**config.mk**
```make
export PLATFORM = sky130hd
export DESIGN_NAME = fpu_addsub_sequencer
export DESIGN_NICKNAME = d
export VERILOG_FILES = /design/src/rtl/fpu_pkg.sv /design/src/rtl/fpu_norm_step.sv /design/src/rtl/fpu_addsub_sequencer.sv
export SDC_FILE = /design/constraint.sdc
export NUM_CORES = 1
export LEC_CHECK = 0
export ABC_AREA = 1
export CORE_MARGIN = 4
export CORE_UTILIZATION = 30
export DETAILED_ROUTE_END_ITERATION = 8
export HOLD_SLACK_MARGIN = 0.08
export PLACE_DENSITY = 0.59
export SLEW_MARGIN = 30
export SYNTH_ARGS = -nofsm -noshare
export SYNTH_HDL_FRONTEND = slang
export SYNTH_HIERARCHICAL = 1
export SYNTH_SLANG_ARGS = --single-unit
```
**constraint.sdc**
```tcl
create_clock -name i_clk -period 3.6 [get_ports i_clk]
set_clock_uncertainty 0.1 [all_clocks]
set_input_delay 0.54 -clock i_clk [delete_from_list [all_inputs] [get_ports i_clk]]
set_output_delay 0.54 -clock i_clk [all_outputs]
set_load 0.05 [all_outputs]
```
**src/rtl/fpu_pkg.sv**
```systemverilog
// Shared definitions for the half-precision add/subtract sequencer.
package fpu_pkg;

  localparam int unsigned EXP_W = 5;
  localparam int unsigned MAN_W = 10;
  localparam int unsigned BIAS  = 15;
  localparam int unsigned SIG_W = MAN_W + 1;
  localparam int unsigned SUM_W = MAN_W + 2;

  localparam logic [EXP_W-1:0] EXP_MAX     = '1;
  localparam logic [EXP_W-1:0] ALIGN_FLUSH = EXP_W'(SUM_W);

  typedef enum logic [2:0] {
    StIdle,
    StUnpack,
    StAlign,
    StAdd,
    StNorm,
    StPack,
    StDone
  } state_e;

  typedef struct packed {
    logic             sign;
    logic [EXP_W-1:0] exp;
    logic [MAN_W-1:0] man;
  } half_t;

  // Subnormals are flushed: a zero exponent yields a zero significand.
  function automatic logic [SIG_W-1:0] unpack_sig(input half_t h);
    return (h.exp == '0) ? '0 : {1'b1, h.man};
  endfunction

endpackage

```
**src/rtl/fpu_norm_step.sv**
```systemverilog
// One normalization step: a single right or left shift of the sum with exponent tracking.
module fpu_norm_step
  import fpu_pkg::*;
(
  input  logic [SUM_W-1:0] i_sum,
  input  logic [EXP_W-1:0] i_exp,
  output logic [SUM_W-1:0] o_sum,
  output logic [EXP_W-1:0] o_exp,
  output logic             o_done,
  output logic             o_overflow,
  output logic             o_underflow,
  output logic             o_zero
);

  logic [EXP_W-1:0] w_exp_inc;
  logic [EXP_W-1:0] w_exp_dec;
  logic [SUM_W-1:0] w_sum_shl;

  assign w_exp_inc = i_exp + 1'b1;
  assign w_exp_dec = i_exp - 1'b1;
  assign w_sum_shl = i_sum << 1;

  always_comb begin
    o_sum       = i_sum;
    o_exp       = i_exp;
    o_done      = 1'b0;
    o_overflow  = 1'b0;
    o_underflow = 1'b0;
    o_zero      = 1'b0;
    if (i_sum == '0) begin
      o_exp  = '0;
      o_done = 1'b1;
      o_zero = 1'b1;
    end else if (i_sum[SUM_W-1]) begin
      o_sum  = i_sum >> 1;
      o_exp  = w_exp_inc;
      o_done = 1'b1;
      if (w_exp_inc == EXP_MAX) begin
        o_overflow = 1'b1;
        o_sum      = '0;
      end
    end else if (i_sum[SUM_W-2]) begin
      o_done = 1'b1;
    end else begin
      o_sum = w_sum_shl;
      o_exp = w_exp_dec;
      // Exponent hitting zero cannot hold a normal value, so the result flushes.
      if (w_exp_dec == '0) begin
        o_sum       = '0;
        o_done      = 1'b1;
        o_underflow = 1'b1;
        o_zero      = 1'b1;
      end else begin
        o_done = w_sum_shl[SUM_W-2];
      end
    end
  end

endmodule

```
**src/rtl/fpu_addsub_sequencer.sv**
```systemverilog
// Multi-cycle half-precision add/subtract: unpack, bit-serial align, add, bit-serial normalize, pack.
module fpu_addsub_sequencer
  import fpu_pkg::*;
(
  input  logic        i_clk,
  input  logic        i_rst_n,
  input  logic        i_start,
  input  logic        i_op,
  input  logic [15:0] i_a,
  input  logic [15:0] i_b,
  output logic        o_ready,
  output logic        o_busy,
  output logic        o_done,
  output logic [15:0] o_result,
  output logic        o_overflow,
  output logic        o_underflow,
  output logic        o_zero
);

  state_e           r_state;
  half_t            r_a;
  half_t            r_b;
  logic             r_sign_x;
  logic             r_sign_y;
  logic             r_sign;
  logic [SIG_W-1:0] r_sig_x;
  logic [SIG_W-1:0] r_sig_y;
  logic [EXP_W-1:0] r_exp_cnt;
  logic [EXP_W-1:0] r_diff;
  logic [SUM_W-1:0] r_sum;
  logic             r_ovf;
  logic             r_unf;
  logic             r_zero;
  logic             r_ready;
  logic             r_busy;
  logic             r_done;
  logic [15:0]      r_result;
  logic             r_out_ovf;
  logic             r_out_unf;
  logic             r_out_zero;

  logic [SIG_W-1:0] w_sig_a;
  logic [SIG_W-1:0] w_sig_b;
  logic             w_a_special;
  logic             w_b_special;
  logic             w_a_is_x;
  logic [EXP_W-1:0] w_exp_x;
  logic [EXP_W-1:0] w_exp_y;
  logic [SUM_W-1:0] w_sum_add;
  logic [SUM_W-1:0] w_norm_sum;
  logic [EXP_W-1:0] w_norm_exp;
  logic             w_norm_done;
  logic             w_norm_ovf;
  logic             w_norm_unf;
  logic             w_norm_zero;

  assign w_sig_a     = unpack_sig(r_a);
  assign w_sig_b     = unpack_sig(r_b);
  assign w_a_special = (r_a.exp == EXP_MAX);
  assign w_b_special = (r_b.exp == EXP_MAX);
  assign w_a_is_x    = (r_a.exp > r_b.exp) || ((r_a.exp == r_b.exp) && (w_sig_a >= w_sig_b));
  assign w_exp_x     = w_a_is_x ? r_a.exp : r_b.exp;
  assign w_exp_y     = w_a_is_x ? r_b.exp : r_a.exp;
  assign w_sum_add   = (r_sign_x == r_sign_y) ? ({1'b0, r_sig_x} + {1'b0, r_sig_y})
                                              : ({1'b0, r_sig_x} - {1'b0, r_sig_y});

  fpu_norm_step u_norm_step (
    .i_sum       (r_sum),
    .i_exp       (r_exp_cnt),
    .o_sum       (w_norm_sum),
    .o_exp       (w_norm_exp),
    .o_done      (w_norm_done),
    .o_overflow  (w_norm_ovf),
    .o_underflow (w_norm_unf),
    .o_zero      (w_norm_zero)
  );

  always_ff @(posedge i_clk) begin
    if (!i_rst_n) begin
      r_state    <= StIdle;
      r_a        <= '0;
      r_b        <= '0;
      r_sign_x   <= 1'b0;
      r_sign_y   <= 1'b0;
      r_sign     <= 1'b0;
      r_sig_x    <= '0;
      r_sig_y    <= '0;
      r_exp_cnt  <= '0;
      r_diff     <= '0;
      r_sum      <= '0;
      r_ovf      <= 1'b0;
      r_unf      <= 1'b0;
      r_zero     <= 1'b0;
      r_ready    <= 1'b1;
      r_busy     <= 1'b0;
      r_done     <= 1'b0;
      r_result   <= '0;
      r_out_ovf  <= 1'b0;
      r_out_unf  <= 1'b0;
      r_out_zero <= 1'b0;
    end else begin
      r_done <= 1'b0;
      case (r_state)
        StIdle, StDone: begin
          if (i_start) begin
            r_a        <= i_a;
            r_b        <= {i_b[15] ^ i_op, i_b[14:0]};
            r_ovf      <= 1'b0;
            r_unf      <= 1'b0;
            r_zero     <= 1'b0;
            r_result   <= '0;
            r_out_ovf  <= 1'b0;
            r_out_unf  <= 1'b0;
            r_out_zero <= 1'b0;
            r_ready    <= 1'b0;
            r_busy     <= 1'b1;
            r_state    <= StUnpack;
          end else begin
            r_state <= StIdle;
          end
        end
        StUnpack: begin
          if (w_a_special || w_b_special) begin
            r_sign    <= w_a_special ? r_a.sign : r_b.sign;
            r_exp_cnt <= EXP_MAX;
            r_sum     <= '0;
            r_ovf     <= 1'b1;
            r_state   <= StPack;
          end else begin
            r_sign_x  <= w_a_is_x ? r_a.sign : r_b.sign;
            r_sign_y  <= w_a_is_x ? r_b.sign : r_a.sign;
            r_sig_x   <= w_a_is_x ? w_sig_a : w_sig_b;
            r_sig_y   <= w_a_is_x ? w_sig_b : w_sig_a;
            r_exp_cnt <= w_exp_x;
            r_diff    <= w_exp_x - w_exp_y;
            r_state   <= StAlign;
          end
        end
        StAlign: begin
          // Shifts of 12 or more leave nothing of Y, so skip straight to the add.
          if (r_diff >= ALIGN_FLUSH) begin
            r_sig_y <= '0;
            r_diff  <= '0;
            r_state <= StAdd;
          end else if (r_diff == '0) begin
            r_state <= StAdd;
          end else begin
            r_sig_y <= r_sig_y >> 1;
            r_diff  <= r_diff - 1'b1;
            if (r_diff == 5'd1) begin
              r_state <= StAdd;
            end
          end
        end
        StAdd: begin
          r_sum   <= w_sum_add;
          r_sign  <= r_sign_x;
          r_state <= StNorm;
        end
        StNorm: begin
          r_sum     <= w_norm_sum;
          r_exp_cnt <= w_norm_exp;
          if (r_sum == '0) begin
            r_sign <= 1'b0;
          end
          if (w_norm_ovf) r_ovf <= 1'b1;
          if (w_norm_unf) r_unf <= 1'b1;
          if (w_norm_zero) r_zero <= 1'b1;
          if (w_norm_done) r_state <= StPack;
        end
        StPack: begin
          r_result   <= {r_sign, r_exp_cnt, r_sum[MAN_W-1:0]};
          r_out_ovf  <= r_ovf;
          r_out_unf  <= r_unf;
          r_out_zero <= r_zero;
          r_done     <= 1'b1;
          r_ready    <= 1'b1;
          r_busy     <= 1'b0;
          r_state    <= StDone;
        end
        default: begin
          r_ready <= 1'b1;
          r_busy  <= 1'b0;
          r_state <= StIdle;
        end
      endcase
    end
  end

  assign o_ready     = r_ready;
  assign o_busy      = r_busy;
  assign o_done      = r_done;
  assign o_result    = r_result;
  assign o_overflow  = r_out_ovf;
  assign o_underflow = r_out_unf;
  assign o_zero      = r_out_zero;

endmodule

```
==> results.toml <==
[run_status]
status = "completed"

[worst_setup_path]
cp-start-kind = "flop"
reg2reg_depth = 24
reg2reg_slack_ps = 340
cp-startpoint = "r_a[10]"
worstPathArrival_ps = 3390
r2r_start = "r_a[10]"
path_max_fanout = 13
worstPathRequired_ps = 3730
cp-end-kind = "flop"
crit_type = "reg2reg"

[die]
initial_utilization = 0.3071
core_sq_mm = 0.02203
die_w_um = 158.2
rows = 54
pin_count = 58
die_h_um = 158.2
die-area_sq_mm = 0.02501

[global_route]
grt.overflow.total = 0
antenna_found_initial = 0
grt_max_degree = 53
grt_pass1_wl_um = 31820
grt_use_total = 0.1560
grt_pass1_vias = 6258

[drt]
viasPerCell = 5.007
drtAntennaViolNets = 0
first_pass_iters = 5
wl_per_cell_um = 14.52
drtIter0Drc = 454
vias = 6614
wirelength_um = 19180
drc = 0

[synth]
synth_edf_count = 0
synth_largest_area_cell = "dfxtp_1"
yosys_warnings = 6
synth_simple_gate_area_share = 0.2651
syn_area_sq_mm = 0.006764
netlist_top_cells_area = "dfxtp_1 32%, nand2_1 11%, inv_1 7.7%"
ys_seq_elements = 107
synth_cell_types = 51
async_flop_share = 0
synth_common_cells = "191 x nand2_1, 138 x inv_1, 107 x dfxtp_1, 101 x nor2_1"
ys.flop_type = "dfxtp_1"
synth_top_area_share = 0.3167
synth_compound_area_frac = 0.2166
synthAdderAreaFrac = 0.06955
synthCells = 1000
seq_area_frac_synth = 0.3167
yosys.area_share.xor_xnor = 0.01683
synth.most_common_cell = "nand2_1"
synthesis.nets = 1073
syn_area_per_cell_sq_um = 6.764
synthMuxAreaShare = 0
synth_top_family_by_area = "simple AND/OR/NAND/NOR gates"

[sta]
setup_viol = 0
finalCritPeriodShare = 0.9054
maxSlewViolCount = 0
hold_viol_final = 0
grt_setup_unrepaired = "no"
max-slew-margin-rel = 0.3074
totalNegativeSetupSlack_ps = 0
fmax_mhz = 306.8
worst_slew_pin_slew_ps = 1035
min_period_ps = 3260

[job]
cap_violations = 0

[cts]
clockRootBuffer = "clkbuf_16"
clock_sinks = 107
cts_inserted_buffers = 9
h-tree-depth = 3
clockBufferDepth = 2
clk_pin_slew_ps = 70
tritoncts = "done"
clk_latency_ps = 350

[power_and_ir_drop]
p_per_area_mw_per_mm2 = 1046
ir_drop_mv = 0.8444
power.leakage_uw = 0.003531

[cells_and_area]
final_nets = 1109
drive_above_1_share = 0.06820
finish.instance_area_sq_mm = 0.007838
fillers = 2426
diodes = 0
syn_to_final_growth_pct = 15.87

[placement]
place_congestion = 0.9047
portBuffers = 57
placed_area_sq_mm = 0.007527
dp_hpwl_um = 13990

[min_path]
whs_path_depth = 2
worstHoldPathType = "reg2reg"
hp-start = "r_ovf"
cell families after synthesis:
group,after synthesis
buffers and inverters,192
XOR/XNOR,13
flip-flops,107
AND/OR/NAND/NOR,401
adder cells (fa/ha/maj),37
other,1
AO/OA/AOI/OAI,249
worst max-delay path, cell delays in order, from the launching register on:
cell,delay [ps]
dfxtp_2,360
nor3_2,190
nand3_1,120
buf_6,170
nand2_1,100
inv_1,50
ha_1,300
nand2_1,90
nor2_1,60
and2_1,150
nand2_1,50
nand4_1,220
nand2_2,230
inv_2,100
nand2_2,80
o211ai_2,80
ha_1,180
inv_1,50
nand2_1,70
nand2_1,80
nand2_1,60
nand2_1,50
nand3_1,60
nand2_1,60
a21oi_1,50
stage by stage:
step,utilization,setup slack [ps],power (uW),std cells,hold WS [ps]
floorplan,-,623.5,5897,1000,326.4
global placement,0.3417,293.9,7048,1303,343.1
detailed placement,0.3417,187.2,7058,1303,352.8
CTS,0.3545,158.0,8078,1319,363.1
global route,0.3558,8.168,9051,1321,392.7
finish,0.3558,340.4,8198,1321,361.7
report_power, final:
part	switching, uW	leakage (uW)	total (uW)	internal [uW]
registers	393	0.000877	1970	1580
clock network	463	0.000136	973	511
logic	3490	0.00252	5260	1760
what timing repair did:
action / CTS / global route
hold buffers: 0 / 0
gates resized for setup: 0 / 6
endpoints found under the setup margin: 0 / 2
buffers inserted: 0 / 2
placed cells by master (no fill, tap or decap), drive strengths merged, types with 2 or more instances in the layout:
| cell | instances |
|---|---|
| a21oi | 89 |
| a221oi | 7 |
| a31oi | 13 |
| a32o | 6 |
| and2 | 2 |
| buf | 11 |
| clkbuf | 13 |
| clkdlybuf4s50 | 56 |
| clkinv | 2 |
| dfxtp | 107 |
| ha | 36 |
| inv | 150 |
| nand2 | 196 |
| nand3 | 54 |
| nand3b | 3 |
| nand4 | 16 |
| nor2 | 110 |
| nor3 | 11 |
| nor3b | 2 |
| nor4 | 4 |
| o2111ai | 6 |
| o211ai | 19 |
| o21ai | 97 |
| o221ai | 3 |
| o22ai | 4 |
| o31ai | 2 |
| or2 | 3 |
| xnor2 | 2 |
| xor2 | 11 |
path summary, 6_finish.rpt:
check	end
setup / recovery	r_diff[4]
hold / removal	r_ovf
setup reg to reg	r_diff[4]
hold reg to reg	r_ovf
state kept, by name, summed over array words and instances (netlist names), 3 cells and up:
signal,flops
r_sum,12
o_result,16
r_sig_y,11
r_sig_x,11
r_b,16
r_diff,5
r_exp_cnt,5
r_a,16
r_state,3
metal layers:
layer | share of wire | global-route usage | wire, um | vias up
li1 | - | - | - | 3398
met1 | 0.49 | 0.2190 | 9470 | 3038
met2 | 0.45 | 0.2539 | 8621 | 162
met3 | 0.043 | 0.02351 | 831 | 16
met4 | 0.014 | 0.03452 | 259 | 0
met5 | 0 | 0 | 0 | -
cell type report:
type                            instances  area, sq um  share of cell area
Inverter                              150        563.0             0.07184
Clock inverter                          3        21.27            0.002714
Clock buffer                           13        260.3             0.03321
Timing Repair Buffer                   67        644.4             0.08222
Tap cell                              280        350.3             0.04470
Sequential cell                       107         2145              0.2736
Multi-Input combinational cell        701         3854              0.4917
No activity file was read; power rests on OpenSTA's default activity.
